$ cat src/rtl/sdram_ch_reader.sv
// sdram_ch_reader: read-side self-check for one SDRAM user-port read channel.
// Issues a single chN_r_* read request, waits for r_done, pops the read FIFO
// and compares each word against an incrementing pattern starting at expect_start.
// Optional build macro: SDRAM_READER_TIMEOUT_EN bounds the wait for r_done to
// TIMEOUT cycles; without it the wait is unbounded and timeout_o is always 0.
module sdram_ch_reader #(
    parameter int unsigned ADDR_W  = 21,
    parameter int unsigned NUM_W   = 9,
    parameter int unsigned DATA_W  = 32,
    parameter int unsigned TIMEOUT = 4096
) (
    input  logic              clk_i,
    input  logic              rst_ni,
    input  logic              start_i,
    input  logic [ADDR_W-1:0] base_addr_i,
    input  logic [NUM_W-1:0]  number_i,
    input  logic [DATA_W-1:0] expect_start_i,
    output logic [ADDR_W-1:0] r_addr_o,
    output logic [NUM_W-1:0]  r_number_o,
    output logic              r_dr_en_o,
    input  logic              r_ack_i,
    input  logic              r_done_i,
    output logic              r_fo_en_o,
    input  logic [DATA_W-1:0] r_data_i,
    output logic              busy_o,
    output logic              chk_done_o,
    output logic              pass_o,
    output logic [NUM_W-1:0]  err_cnt_o,
    output logic [NUM_W-1:0]  rd_cnt_o,
    output logic [NUM_W-1:0]  first_err_idx_o,
    output logic [DATA_W-1:0] first_err_data_o,
    output logic              timeout_o
);

    localparam logic [2:0] StIdle   = 3'd0;
    localparam logic [2:0] StReq    = 3'd1;
    localparam logic [2:0] StWait   = 3'd2;
    localparam logic [2:0] StPop    = 3'd3;
    localparam logic [2:0] StDrain  = 3'd4;
    localparam logic [2:0] StReport = 3'd5;

    logic [2:0]        state_q, state_d;
    logic [ADDR_W-1:0] addr_q, addr_d;
    logic [NUM_W-1:0]  num_q, num_d;
    logic [DATA_W-1:0] exp_q, exp_d;
    logic [NUM_W-1:0]  pop_cnt_q, pop_cnt_d;
    logic              cmp_vld_q;
    logic [NUM_W-1:0]  err_cnt_q, err_cnt_d;
    logic [NUM_W-1:0]  rd_cnt_q, rd_cnt_d;
    logic [NUM_W-1:0]  first_idx_q, first_idx_d;
    logic [DATA_W-1:0] first_data_q, first_data_d;
    logic              busy_q, busy_d;
    logic              done_q, done_d;
    logic              pass_q, pass_d;
    logic              timeout_q, timeout_d;
    logic              to_hit;

`ifdef SDRAM_READER_TIMEOUT_EN
    localparam int unsigned ToW = $clog2(TIMEOUT + 1);

    logic [ToW-1:0] to_cnt_q, to_cnt_d;

    assign to_hit = (to_cnt_q == ToW'(TIMEOUT - 1));

    // Wait-for-done cycle counter; only runs while waiting for r_done.
    always_comb begin
        to_cnt_d = '0;
        if (state_q == StWait && !r_done_i) begin
            to_cnt_d = to_cnt_q + 1'b1;
        end
    end

    // Timeout counter register.
    always_ff @(posedge clk_i or negedge rst_ni) begin
        if (!rst_ni) begin
            to_cnt_q <= '0;
        end else begin
            to_cnt_q <= to_cnt_d;
        end
    end
`else
    assign to_hit = 1'b0;
`endif

    // Next-state logic: sequencing FSM plus the one-stage compare pipeline.
    always_comb begin
        state_d      = state_q;
        addr_d       = addr_q;
        num_d        = num_q;
        exp_d        = exp_q;
        pop_cnt_d    = pop_cnt_q;
        err_cnt_d    = err_cnt_q;
        rd_cnt_d     = rd_cnt_q;
        first_idx_d  = first_idx_q;
        first_data_d = first_data_q;
        busy_d       = busy_q;
        done_d       = 1'b0;
        pass_d       = pass_q;
        timeout_d    = timeout_q;

        case (state_q)
            StIdle: begin
                if (start_i) begin
                    addr_d       = base_addr_i;
                    num_d        = number_i;
                    exp_d        = expect_start_i;
                    pop_cnt_d    = '0;
                    err_cnt_d    = '0;
                    rd_cnt_d     = '0;
                    first_idx_d  = '1;
                    first_data_d = '0;
                    pass_d       = 1'b0;
                    timeout_d    = 1'b0;
                    busy_d       = 1'b1;
                    state_d      = (number_i == '0) ? StReport : StReq;
                end
            end
            StReq: begin
                // A done arriving alongside the request pulse is taken directly.
                state_d = r_done_i ? StPop : StWait;
            end
            StWait: begin
                if (r_done_i) begin
                    state_d = StPop;
                end else if (to_hit) begin
                    timeout_d = 1'b1;
                    state_d   = StReport;
                end
            end
            StPop: begin
                pop_cnt_d = pop_cnt_q + 1'b1;
                if (pop_cnt_q == num_q - 1'b1) begin
                    state_d = StDrain;
                end
            end
            StDrain: begin
                state_d = StReport;
            end
            StReport: begin
                pass_d  = (err_cnt_q == '0) && !timeout_q;
                done_d  = 1'b1;
                busy_d  = 1'b0;
                state_d = StIdle;
            end
            default: begin
                state_d = StIdle;
            end
        endcase

        // r_data belongs to the pop issued one cycle earlier.
        if (cmp_vld_q) begin
            if (r_data_i != exp_q) begin
                if (err_cnt_q != '1) begin
                    err_cnt_d = err_cnt_q + 1'b1;
                end
                if (err_cnt_q == '0) begin
                    first_idx_d  = rd_cnt_q;
                    first_data_d = r_data_i;
                end
            end
            rd_cnt_d = rd_cnt_q + 1'b1;
            exp_d    = exp_q + 1'b1;
        end
    end

    // State and result registers.
    always_ff @(posedge clk_i or negedge rst_ni) begin
        if (!rst_ni) begin
            state_q      <= StIdle;
            addr_q       <= '0;
            num_q        <= '0;
            exp_q        <= '0;
            pop_cnt_q    <= '0;
            cmp_vld_q    <= 1'b0;
            err_cnt_q    <= '0;
            rd_cnt_q     <= '0;
            first_idx_q  <= '1;
            first_data_q <= '0;
            busy_q       <= 1'b0;
            done_q       <= 1'b0;
            pass_q       <= 1'b0;
            timeout_q    <= 1'b0;
        end else begin
            state_q      <= state_d;
            addr_q       <= addr_d;
            num_q        <= num_d;
            exp_q        <= exp_d;
            pop_cnt_q    <= pop_cnt_d;
            cmp_vld_q    <= r_fo_en_o;
            err_cnt_q    <= err_cnt_d;
            rd_cnt_q     <= rd_cnt_d;
            first_idx_q  <= first_idx_d;
            first_data_q <= first_data_d;
            busy_q       <= busy_d;
            done_q       <= done_d;
            pass_q       <= pass_d;
            timeout_q    <= timeout_d;
        end
    end

    // Request/pop strobes decode straight from state so reset drops them at once.
    assign r_dr_en_o        = (state_q == StReq);
    assign r_fo_en_o        = (state_q == StPop);
    assign r_addr_o         = addr_q;
    assign r_number_o       = num_q;
    assign busy_o           = busy_q;
    assign chk_done_o       = done_q;
    assign pass_o           = pass_q;
    assign err_cnt_o        = err_cnt_q;
    assign rd_cnt_o         = rd_cnt_q;
    assign first_err_idx_o  = first_idx_q;
    assign first_err_data_o = first_data_q;
    assign timeout_o        = timeout_q;

    // r_ack only feeds the handshake-order check; TIMEOUT is unused without the timeout build.
    logic unused_cfg;
    assign unused_cfg = r_ack_i ^ (TIMEOUT == 0);

`ifndef SYNTHESIS
    logic ack_seen_q;

    // Remember whether the controller acknowledged the current request.
    always_ff @(posedge clk_i or negedge rst_ni) begin
        if (!rst_ni) begin
            ack_seen_q <= 1'b0;
        end else if (state_q == StIdle) begin
            ack_seen_q <= 1'b0;
        end else if (r_ack_i) begin
            ack_seen_q <= 1'b1;
        end
    end

    ack_before_done: assert property (@(posedge clk_i) disable iff (!rst_ni)
        (r_done_i && (state_q == StReq || state_q == StWait)) |-> (ack_seen_q || r_ack_i));
`endif

endmodule

$ cat config.mk
export PLATFORM = sky130hd
export DESIGN_NAME = sdram_ch_reader
export DESIGN_NICKNAME = d
export VERILOG_FILES = /design/src/rtl/sdram_ch_reader.sv
export SDC_FILE = /design/constraint.sdc
export NUM_CORES = 1
export LEC_CHECK = 0
export ABC_AREA = 1
export CAP_MARGIN = 10
export CORE_MARGIN = 3
export CORE_UTILIZATION = 50
export CTS_CLUSTER_SIZE = 28
export DETAILED_ROUTE_END_ITERATION = 8
export DONT_BUFFER_PORTS = 1
export PLACE_DENSITY = 0.74
export SYNTH_ARGS = -nofsm -noshare
export SYNTH_HDL_FRONTEND = slang
export SYNTH_SLANG_ARGS = --single-unit
$ cat constraint.sdc
create_clock -name clk_i -period 2.17 [get_ports clk_i]
set_input_delay 0.217 -clock clk_i [delete_from_list [all_inputs] [get_ports clk_i]]
set_output_delay 0.217 -clock clk_i [all_outputs]
set_load 0.01 [all_outputs]
==> results.txt <==
* Inserted Clock Buffers: 17
- For this design the total switching power over the nets is 0.00589 W.
- The post-route netlist has 9.99% of its cells at a drive strength greater than 1.
* Main flop type after synthesis: sky130_fd_sc_hd__dfrtp_1
* Worst stage delay on the critical path: 0.41 ns
* Maximum number of pins on one net before global-route repair: 138
- Run status: complete, but fails checks
- The synthesized netlist contains 53 unique library cells.
- Cell internal power was estimated by the tool at 0.00757 W.
- The critical path ends at exp_q[16]$_DFFE_PN0P_.
* Final Cycle Share: 93.4%
- The worst setup path is launched from a flip-flop.
* Final number of hold-violating endpoints: 137
- Static power due to leakage: 4.96 nW
- Across the run, the number of max-cap violations was 0.
* Minimum hold slack: -0.524 ns
* Clock slew at reported path FFs: 0.06 ns
* R2r worst-path depth: 10
* Die Span X: 136 µm
- Critical path's slowest cell: sky130_fd_sc_hd__dfrtp_1
- Start point of the critical path: exp_q[1]$_DFFE_PN0P_
- Vias post-DR: 8009
- Sum Neg Setup Slack: 0 ns
- Deepest level of the CTS H-tree: 4
* Slew at the pin with the worst max-slew slack: 0.616 ns
- The via count of the first global-routing pass came to 7722.
* Setup slack of the critical path after layout: 0.144 ns
- Setup slack on the worst reg-to-reg path comes out at 0.14 ns.
- For this design the top-level I/O count stands at 194.
- Critical path arrival: 2.33 ns
* VDD IR max: between 0.6 and 0.7 mV
- Summed over all layers, the routed wires come to 25000 µm.
- End of the worst register-to-register path: exp_q[16]$_DFFE_PN0P_
- Setup violations remaining at the end of the flow were counted as 0.
- The worst pin sits at a relative slew slack of 58.9%.
* Remaining DRCs: 0
- Leaving out fill and tap cells, the most frequent cells in the layout are sky130_fd_sc_hd__nand2_1 (402), sky130_fd_sc_hd__dfrtp_1 (127), sky130_fd_sc_hd__inv_1 (113).
- The count of final max-slew check failures was 0.
* Fraction of power consumed by combinational cells: 39.5%
- Critical path type: flip-flop to flip-flop
- Yosys Warn Count: 0
- Pre-Repair DR Iteration Count: 6
- Cell depth of the worst setup path: 10
- For this run, the register share of the synthesized area comes to 40.7%.
* Proportion of power drawn by the clock network: 22.1%
- After floorplanning, the core was sized to cover about 16000 µm².
- The synthesized netlist occupies a cell area of approximately 8400 µm².
- Post-detailed-route wirelength per cell: 17.0 µm
* Final critical-path required period: 2.03 ns
- The repair_antennas step left the layout with diodes totalling 0.
- After legalization and detailed placement, the total HPWL measured 16200 µm.
- Of the total power, registers draw 38.4%.
- IO Port Bufs: 0
- The min-delay analysis places its worst path in the category input port to asynchronous set/reset pin.
- Clock latency on the worst-skew pair, taken at its later pin, is approximately 0.43 ns.
* Initial antenna violation count: 2
- Dominant delay contributor by cell family on the critical path: simple AND/OR/NAND/NOR gates
- For this run the aggregate overflow at the end of global routing stands at 0.
- Detailed-route vias per instance: roughly 5.5
- Final core area utilization: 62.7%
- Buffer and inverter count on the worst path: 1
* Clock sink count: 137
* Total number of placement rows: 46
- Share of synthesized registers carrying an async set or reset: 100%
- Maximum fanout count along the critical path: 5
* Violated checks: hold timing
- Syn Inst Count: 1149
* Post-Place Setup Slack: 0.180 ns
- Cell Pwr Density: 1320 nW/µm²
* CTS tree: yes
- Effective utilization at floorplan: 52.0%
- Net count, final: roughly 1300
- Cell-by-cell trace of the critical path: ha_2 > nand2_1 > nor2_4 > nand3_1 > nor2_2 > inv_1 > nor3_4 > nand2_1 > nand3_1 > o211ai_1
* Synthesis-stage register bit count: 137
* CTS root buf: sky130_fd_sc_hd__clkbuf_16
* Floorplan die height: roughly 140 µm
* Starting DRC count in detailed routing: 601
- The count of nets left with antenna violations once routing finished came out at 0.
- Post-Synthesis Net Count: 1255
- Total Die Area: 18500 µm²
- Global routing used a little over a quarter of the available tracks across all layers.
- Leaving out fill and tap cells, the most frequent cell in the layout is sky130_fd_sc_hd__nand2_1.
* Number of enable flip-flop cells after synthesis: 0
- Derived from the worst setup path, the maximum achievable clock frequency is 0.494 GHz.
- The number of hold buffers added after CTS was between 90 and 100.
* Global-route wire length before repair: between 30000 and 40000 µm
- After routing the design area is 10200 µm².
- Switching Share: 43.8%
* Worst Path Required: 2.47 ns
* Worst Skew: 0.00815 ns
- Compared with the post-synthesis result, the final layout area differs by 20.5%.
* GP Congestion: 0.949
- Endpoint kind of the worst setup timing path: flip-flop
- Post-synthesis area per instance: around 7.4 µm²
- Setup repair after global routing missed its margin: no
- Maximum clock path buffer count: 2
- Placed standard-cell area: about 8600 µm²
- The startpoint identified for the worst register-to-register timing path is exp_q[1]$_DFFE_PN0P_.
-- per-stage QoR --
| step | total power, W | cells |
|---|---|---|
| 6_report | 0.0135 | 1467 |
| 2_1_floorplan | 0.00891 | 1149 |
| 5_1_grt | 0.0145 | 1467 |
| 3_3_place_gp | 0.00989 | 1339 |
| 4_1_cts | 0.0132 | 1462 |
| 3_5_place_dp | 0.0101 | 1339 |
-- final cells by class --
cell class | count | area (µm²)
clock buffers | 18 | 439
clock inverters | 12 | 153
fillers | 1389 | 6050
inverters | 123 | 465
multi-input cells | 834 | 4190
flip-flops and latches | 137 | 3440
well taps | 216 | 270
repair buffers | 127 | 1220
-- cell usage after synthesis (6+ instances only) --
master	number	area, µm²
sky130_fd_sc_hd__inv_2	7	26.3
sky130_fd_sc_hd__nand2_1	402	1510
sky130_fd_sc_hd__dfrtp_1	128	3200
sky130_fd_sc_hd__a22oi_1	22	165
sky130_fd_sc_hd__a21oi_1	9	45.0
sky130_fd_sc_hd__xnor2_2	6	97.6
sky130_fd_sc_hd__buf_6	12	135
sky130_fd_sc_hd__nor3_1	14	70.1
sky130_fd_sc_hd__or2_2	12	75.1
sky130_fd_sc_hd__o21ai_0	51	255
sky130_fd_sc_hd__clkbuf_1	17	63.8
sky130_fd_sc_hd__ha_1	7	87.6
sky130_fd_sc_hd__buf_4	6	45.0
sky130_fd_sc_hd__o211ai_1	6	45.0
sky130_fd_sc_hd__nand3_1	56	280
sky130_fd_sc_hd__buf_2	16	80.1
sky130_fd_sc_hd__dfstp_2	9	236
sky130_fd_sc_hd__nand4_1	60	375
sky130_fd_sc_hd__nand2_2	6	37.5
sky130_fd_sc_hd__inv_1	114	428
sky130_fd_sc_hd__nor2_1	95	357
sky130_fd_sc_hd__xnor2_1	25	219
sky130_fd_sc_hd__xor2_1	14	123
-- state kept, by name, indices dropped and copies added (netlist names) --
register,flops
busy_o,1
chk_done_o,1
cmp_vld_q,1
err_cnt_o,9
exp_q,32
first_err_data_o,32
first_err_idx_o,9
pass_o,1
pop_cnt_q,9
r_addr_o,21
r_number_o,9
rd_cnt_o,9
state_q,3
-- what timing repair did --
action,in CTS,in global routing
hold endpoints to repair,230,137
setup endpoints to repair,0,34
setup buffers,0,4
resized for setup,0,9
-- metal layers --
| metal | vias up | global-route usage (%) | wire length (µm) |
|---|---|---|---|
| met4 | 4 | 9.13 | 569 |
| li1 | 3863 | - | - |
| met3 | 46 | 7.51 | 2270 |
| met1 | 3742 | 32.8 | 9960 |
| met5 | - | 0 | 37 |
| met2 | 354 | 44.7 | 12100 |
-- worst min path at each step --
stage | startpoint | end | slack, ns | cells after the start
floorplan | rst_ni | busy_o$_DFFE_PN0P_ | -0.08 | 0
global placement | rst_ni | first_err_data_o[23]$_DFF_PN0_ | -0.07 | 0
detailed placement | rst_ni | first_err_data_o[23]$_DFF_PN0_ | -0.08 | 0
CTS | rst_ni | first_err_data_o[20]$_DFF_PN0_ | -0.53 | 0
global route | rst_ni | first_err_data_o[23]$_DFF_PN0_ | -0.54 | 0
finish | rst_ni | first_err_data_o[22]$_DFF_PN0_ | -0.52 | 0
-- logic make-up (layout without fill, tap and decap cells) --
logic type / Yosys count / after routing / share of synthesized area [%]
flip-flops: 137 / 137 / 40.7
adder cells (fa/ha/maj): 7 / 7 / 1.04
multiplexers: 3 / 3 / 0.356
XOR/XNOR: 45 / 45 / 5.20
buffers and inverters: 179 / 280 / 10.0
AND/OR/NAND/NOR: 672 / 673 / 35.1
AO/OA/AOI/OAI: 105 / 105 / 7.51
other: 1 / 1 / 0.0444
-- power groups by stage --
| stage | combinational, W | clock (W) | sequential [W] |
|---|---|---|---|
| after floorplan | 0.00415 | 0 | 0.00475 |
| after global placement | 0.00473 | 0 | 0.00516 |
| after detailed placement | 0.00490 | 0 | 0.00516 |
| after CTS | 0.00506 | 0.00299 | 0.00514 |
| after global routing | 0.00603 | 0.00311 | 0.00532 |
| final | 0.00532 | 0.00298 | 0.00516 |
No activity file was read; power rests on OpenSTA's default activity.
